### config.mk
export PLATFORM = sky130hd
export DESIGN_NAME = ntt_butterfly_pipe
export DESIGN_NICKNAME = d
export VERILOG_FILES = /design/src/rtl/ntt_pkg.sv /design/src/rtl/mod_arith_unit.sv /design/src/rtl/ntt_butterfly_pipe.sv
export SDC_FILE = /design/constraint.sdc
export NUM_CORES = 1
export LEC_CHECK = 0
export BUFFER_PORTS_ARGS = -buffer_cell sky130_fd_sc_hd__buf_2
export CORE_MARGIN = 4
export CORE_UTILIZATION = 60
export CTS_BUF_LIST = sky130_fd_sc_hd__clkbuf_16
export CTS_CLUSTER_DIAMETER = 60
export DETAILED_ROUTE_END_ITERATION = 16
export GPL_TIMING_DRIVEN = 0
export HOLD_SLACK_MARGIN = 0.1
export PLACE_DENSITY_LB_ADDON = 0.12
export REMOVE_ABC_BUFFERS = 1
export SLEW_MARGIN = 20
export SYNTH_ARGS = -nofsm -noshare
export SYNTH_HDL_FRONTEND = slang
export SYNTH_SLANG_ARGS = --single-unit
### constraint.sdc
create_clock -name clk -period 22.4 [get_ports clk]
set_clock_uncertainty 0.1 [all_clocks]
set_input_delay 0 -clock clk [delete_from_list [all_inputs] [get_ports clk]]
set_output_delay 0 -clock clk [all_outputs]
set_load 0.05 [all_outputs]
### src/rtl/ntt_pkg.sv
// Shared definitions for the NTT butterfly datapath: default sizing, mode
// encoding, arithmetic-unit operations and the stage payload layout.
package ntt_pkg;

  localparam int N_DEF     = 9;
  localparam int Q_DEF     = 257;
  localparam int TAG_W_DEF = 8;

  typedef enum logic {
    MODE_CT = 1'b0,
    MODE_GS = 1'b1
  } mode_e;

  // Operation select for mod_arith_unit: r0/r1 pair produced per op
  typedef enum logic [1:0] {
    OP_PASS     = 2'd0,  // r0 = a,        r1 = b
    OP_ADDSUB   = 2'd1,  // r0 = a + b,    r1 = a - b
    OP_PASS_MUL = 2'd2,  // r0 = a,        r1 = b * w
    OP_HALVE    = 2'd3   // r0 = a / 2,    r1 = b / 2
  } au_op_e;

  typedef struct packed {
    logic                 valid;
    mode_e                mode;
    logic                 halve;
    logic [TAG_W_DEF-1:0] tag;
    logic [N_DEF-1:0]     p0;
    logic [N_DEF-1:0]     p1;
  } stage_t;

endpackage

### src/rtl/mod_arith_unit.sv
// Combinational modular arithmetic over Z_Q: add, subtract, multiply with
// reduction, and halving by 2^-1 mod Q, selected as an operand pair.
module mod_arith_unit
  import ntt_pkg::*;
#(
  parameter int N = N_DEF,
  parameter int Q = Q_DEF
) (
  input  logic [1:0]   op,
  input  logic [N-1:0] a,
  input  logic [N-1:0] b,
  input  logic [N-1:0] w,
  output logic [N-1:0] r0,
  output logic [N-1:0] r1
);

  localparam logic [N:0]     QE = (N+1)'(Q);
  localparam logic [2*N-1:0] QM = (2*N)'(Q);

  function automatic logic [N-1:0] modadd(input logic [N-1:0] x, input logic [N-1:0] y);
    logic [N:0] s;
    s = {1'b0, x} + {1'b0, y};
    if (s >= QE) s = s - QE;
    return N'(s);
  endfunction

  function automatic logic [N-1:0] modsub(input logic [N-1:0] x, input logic [N-1:0] y);
    logic signed [N+1:0] d;
    d = $signed({2'b00, x}) - $signed({2'b00, y});
    if (d[N+1]) d = d + $signed({1'b0, QE});
    return N'(d);
  endfunction

  function automatic logic [N-1:0] modmul(input logic [N-1:0] x, input logic [N-1:0] y);
    logic [2*N-1:0] p;
    p = {{N{1'b0}}, x} * {{N{1'b0}}, y};
    p = p % QM;
    return N'(p);
  endfunction

  // Q is odd, so an odd residue plus Q is even and the shift is exact
  function automatic logic [N-1:0] modhalve(input logic [N-1:0] x);
    logic [N:0] t;
    t = x[0] ? ({1'b0, x} + QE) : {1'b0, x};
    return N'(t >> 1);
  endfunction

  always_comb begin
    r0 = a;
    r1 = b;
    case (op)
      OP_ADDSUB: begin
        r0 = modadd(a, b);
        r1 = modsub(a, b);
      end
      OP_PASS_MUL: r1 = modmul(b, w);
      OP_HALVE: begin
        r0 = modhalve(a);
        r1 = modhalve(b);
      end
      default: ;
    endcase
  end

endmodule

### src/rtl/ntt_butterfly_pipe.sv
// Three-stage modular butterfly (CT forward / GS inverse, optional halving)
// with a valid/ready handshake and collapsing bubbles.
module ntt_butterfly_pipe
  import ntt_pkg::*;
#(
  parameter int N     = N_DEF,
  parameter int Q     = Q_DEF,
  parameter int TAG_W = TAG_W_DEF
) (
  input  logic             clk,
  input  logic             rst_n,
  input  logic             in_valid,
  output logic             in_ready,
  input  logic             in_mode,
  input  logic             in_halve,
  input  logic [N-1:0]     in_a,
  input  logic [N-1:0]     in_b,
  input  logic [N-1:0]     in_w,
  input  logic [TAG_W-1:0] in_tag,
  output logic             out_valid,
  input  logic             out_ready,
  output logic [N-1:0]     out_x,
  output logic [N-1:0]     out_y,
  output logic [TAG_W-1:0] out_tag
);

  logic             vld_p0, vld_p1, vld_p2;
  logic             mode_p0;
  logic             halve_p0, halve_p1;
  logic [TAG_W-1:0] tag_p0, tag_p1, tag_p2;
  logic [N-1:0]     u_p0, v_p0, w_p0;
  logic [N-1:0]     x_p1, y_p1;
  logic [N-1:0]     x_p2, y_p2;

  logic             en_p1, en_p2;
  logic [1:0]       op_s1, op_s2, op_s3;
  logic [N-1:0]     r0_s1, r1_s1, r0_s2, r1_s2, r0_s3, r1_s3;

  // A stage loads when it is empty or its contents move on this edge
  assign en_p2    = !vld_p2 || out_ready;
  assign en_p1    = !vld_p1 || en_p2;
  assign in_ready = !vld_p0 || en_p1;

  // ---- S1: CT (a, w*b) / GS (a+b, a-b)
  assign op_s1 = (in_mode == MODE_GS) ? OP_ADDSUB : OP_PASS_MUL;

  mod_arith_unit #(.N(N), .Q(Q)) u_au_s1 (
    .op (op_s1),
    .a  (in_a),
    .b  (in_b),
    .w  (in_w),
    .r0 (r0_s1),
    .r1 (r1_s1)
  );

  always_ff @(posedge clk) begin
    if (!rst_n) begin
      vld_p0 <= 1'b0;
    end else if (in_ready) begin
      vld_p0 <= in_valid;
      if (in_valid) begin
        mode_p0  <= in_mode;
        halve_p0 <= in_halve;
        tag_p0   <= in_tag;
        u_p0     <= r0_s1;
        v_p0     <= r1_s1;
        w_p0     <= in_w;
      end
    end
  end

  // ---- S2: CT (u+v, u-v) / GS (u, v*w)
  assign op_s2 = (mode_p0 == MODE_GS) ? OP_PASS_MUL : OP_ADDSUB;

  mod_arith_unit #(.N(N), .Q(Q)) u_au_s2 (
    .op (op_s2),
    .a  (u_p0),
    .b  (v_p0),
    .w  (w_p0),
    .r0 (r0_s2),
    .r1 (r1_s2)
  );

  always_ff @(posedge clk) begin
    if (!rst_n) begin
      vld_p1 <= 1'b0;
    end else if (en_p1) begin
      vld_p1 <= vld_p0;
      if (vld_p0) begin
        halve_p1 <= halve_p0;
        tag_p1   <= tag_p0;
        x_p1     <= r0_s2;
        y_p1     <= r1_s2;
      end
    end
  end

  // ---- S3: optional scaling by 2^-1, drives the outputs
  assign op_s3 = halve_p1 ? OP_HALVE : OP_PASS;

  mod_arith_unit #(.N(N), .Q(Q)) u_au_s3 (
    .op (op_s3),
    .a  (x_p1),
    .b  (y_p1),
    .w  ({N{1'b0}}),
    .r0 (r0_s3),
    .r1 (r1_s3)
  );

  always_ff @(posedge clk) begin
    if (!rst_n) begin
      vld_p2 <= 1'b0;
      tag_p2 <= '0;
      x_p2   <= '0;
      y_p2   <= '0;
    end else if (en_p2) begin
      vld_p2 <= vld_p1;
      if (vld_p1) begin
        tag_p2 <= tag_p1;
        x_p2   <= r0_s3;
        y_p2   <= r1_s3;
      end
    end
  end

  assign out_valid = vld_p2;
  assign out_x     = x_p2;
  assign out_y     = y_p2;
  assign out_tag   = tag_p2;

endmodule

==> flow_summary_export.csv <==
group,metric,value,unit
outcome,status,"completed",
die,dieWidth,181,um
cts,clk_path_buf_depth,2,
timing,relSlewSlack,26.9,%
cts,clk_latency,0.35,ns
worst_setup_path,critPathKind,"input port to flip-flop",
logic_synthesis,yosys_warnings,0,
timing,holdWs,0.255,ns
logic_synthesis,synth-compound-area-share,24.9,%
timing,finalHoldViolCount,0,
worst_setup_path,worstPathMaxFanout,13,
cts,hold_buffers,33,
logic_synthesis,synthDistinctLibCells,126,
cts,cts_sinks,93,
logic_synthesis,syn_area,0.0179,mm2
global_route,grt_pass1_wl,78.2,mm
routing,wl,46.3,mm
logic_synthesis,yosysMostFrequentCell,"nand2_1",
logic_synthesis,netlist_instances,2226,
logic_synthesis,synth-xor-area-share,7.56,%
logic_synthesis,yosysTopAreaCellShare,11.6,%
worst_setup_path,cp.required,22.40,ns
worst_setup_path,rrSetupSlack,7.95,ns
hold_path,hold_depth,2,
worst_setup_path,r2r_cells,47,
global_route,grt_max_degree,39,
global_route,antenna_found_initial,1,
die,core,0.0291,mm2
routing,vias,16700,
logic_synthesis,yosysSeqAreaShare,14.0,%
timing,worst_slew_pin_slew,1.09,ns
cts,post-cts-setup-buffers,0,
cts,cts_buffers,9,
worst_setup_path,slowest_stage,"a2111oi_0",
worst_setup_path,cp-start-kind,"input port",
routing,drc,0,
hold_path,hp-start,"in_halve",
job,drv_cap,0,
die,dieArea,0.0326,mm2
die,initial_core_util,61.5,%
logic_synthesis,synth_top_family_by_area,"compound AO/OA/AOI/OAI gates",
final_layout,areaGrowthSynthToFinish,6.43,%
global_route,grt_pass1_vias,16200,
timing,fin_tns_setup,0,ns
worst_setup_path,end_kind,"flip-flop",
timing,max_freq,69.2,MHz
routing,first_iter_violations,1381,
place,hpwl,36.5,mm
logic_synthesis,ys_ff_latch,93,
global_route,grt_overflow,0,
logic_synthesis,synth_edf_count,64,
logic_synthesis,avgSynthCellArea,8.04,um2
place,port_buffers,68,
cts,root_buffer,"clkbuf_16",
cts,cts-resized-gates,0,
final_layout,drive_above_1_share,9.82,%
cts,cts_tree,"done",
place,placed_cell_area,0.0184,mm2
final_layout,fin_area,0.0190,mm2
logic_synthesis,yosys-top-cells-count,"nand2_1 (234), inv_1 (199), nor2_1 (157)",
worst_setup_path,cp_common_cell,"fa_1",
timing,setup_viol,0,
worst_setup_path,slowest_delay,0.80,ns
final_layout,post-route-util,65.5,%
worst_setup_path,arrival,14.46,ns
die,die_height,181,um
worst_setup_path,r2r-end,"y_p1[1]",
die,num_rows,62,
logic_synthesis,synthAdderAreaFrac,20.7,%
hold_path,holdPathEnd,"halve_p0",
die,pin_count,69,
cts,h-tree-depth,3,
logic_synthesis,synthTopCellsByArea,"fa_1 (12%), edfxtp_1 (11%), ha_1 (9.0%)",
routing,vias_per_cell,6.30,
routing,ant_nets,0,
routing,dr.pass1.iters,5,
timing,report.final.slew_viol_count,0,
logic_synthesis,synth-simple-area-share,24.5,%
logic_synthesis,async_reset_ff_share,0,%
hold_path,hold_path.class,"input port to flip-flop",
global_route,grt_use_total,27.8,%
final_layout,fin_nets,2529,
timing,final.period_utilization,64.6,%
logic_synthesis,yosysTopAreaCell,"fa_1",
timing,period_minus_slack,14.46,ns
worst_setup_path,worstReg2RegStart,"v_p0[1]",
place,gp_congestion,0.949,
cts,clk_pin_slew,0.08,ns
timing,rsz0062_at_grt,"no",
logic_synthesis,ys.flop_type,"edfxtp_1",
logic_synthesis,synthMuxAreaShare,2.13,%
routing,wl_per_cell,17.5,um
==> stage by stage <==
step | std cells | worst slack [ns]
2_1_floorplan | 2142 | 10.13
5_1_grt | 2646 | 7.01
6_report | 2646 | 7.94
3_5_place_dp | 2596 | 8.30
3_3_place_gp | 2594 | 8.29
4_1_cts | 2645 | 8.24
==> cells in the final DEF, fill, tap and decap left out, drive strengths merged, types with 20 or more instances in the layout <==
cell,count
fa,104
a21boi,20
or2,23
mux2i,22
nor4,25
nor2,159
buf,70
a21oi,155
and2,104
and3,36
nand4,27
dfxtp,29
a31oi,31
o21bai,23
inv,203
nor2b,27
nand2,234
edfxtp,64
o21ai,95
nand3,61
xor2,53
nor3,49
dlygate4sd3,33
ha,128
a211oi,46
o211ai,21
a21o,30
xnor2,98
==> logic make-up (layout without fill, tap and decap cells) <==
kind of cell               count (synthesis)  after routing
xor gates and xnor gates                 151            151
muxes                                     36             36
and+or+nand+nor                          830            830
AOI/OAI and AO/OA                        599            599
DFF                                       93             93
other                                      0              1
buffers and inverters                    283            318
adders and majority gates                234            234
==> final cells by class <==
| class | count | area [um2] |
|---|---|---|
| flip-flops and latches | 93 | 2500 |
| multi-input cells | 1850 | 14300 |
| fillers | 2484 | 10000 |
| inverters | 199 | 747 |
| clock buffers | 9 | 225 |
| repair buffers | 103 | 718 |
| clock inverters | 7 | 75.1 |
| well taps | 384 | 480 |
| diodes | 1 | 2.50 |
==> critical path: cells and delay by family <==
| kind | cells | cell delay (ns) |
|---|---|---|
| AND/OR/NAND/NOR | 13 | 3.34 |
| XOR/XNOR | 3 | 1.15 |
| multiplexers | 2 | 0.45 |
| buffers and inverters | 5 | 0.91 |
| AO/OA/AOI/OAI | 16 | 5.56 |
| adder cells (fa/ha/maj) | 7 | 3.01 |
==> registers in the layout, summed over array words and instances (netlist names) <==
signal and flops:
y_p1 9, tag_p0 8, v_p0 9, tag_p1 8
u_p0 9, vld_p1 1, out_valid 1, halve_p1 1
out_tag 8, vld_p0 1, out_x 9, out_y 9
halve_p0 1, mode_p0 1, x_p1 9, w_p0 9
==> how the worst max path moves through the flow <==
| stage | startpoint | endpoint | slack [ns] | depth (start not counted) |
|---|---|---|---|---|
| after floorplan | v_p0[1] | y_p1[1] | 10.13 | 47 |
| after global placement | v_p0[1] | y_p1[1] | 8.29 | 47 |
| after detailed placement | v_p0[1] | y_p1[1] | 8.30 | 47 |
| after CTS | v_p0[1] | y_p1[1] | 8.24 | 47 |
| after global routing | v_p0[1] | y_p1[1] | 7.01 | 47 |
| final | in_w[8] | v_p0[6] | 7.94 | 46 |
==> routing by layer <==
| layer | GRT usage, % | vias to the layer above | routed length, um | share of wire, % |
|---|---|---|---|---|
| met5 | 0 | - | 0 | 0 |
| met3 | 2.71 | 72 | 2540 | 5.5 |
| met1 | 37.6 | 8000 | 20200 | 44 |
| li1 | - | 8051 | - | - |
| met2 | 48.0 | 547 | 22600 | 49 |
| met4 | 6.90 | 0 | 907 | 2.0 |
Power is left out: the tool's default activity adds up to more than one toggle a clock period on the data nets, which glitch-free logic cannot reach.
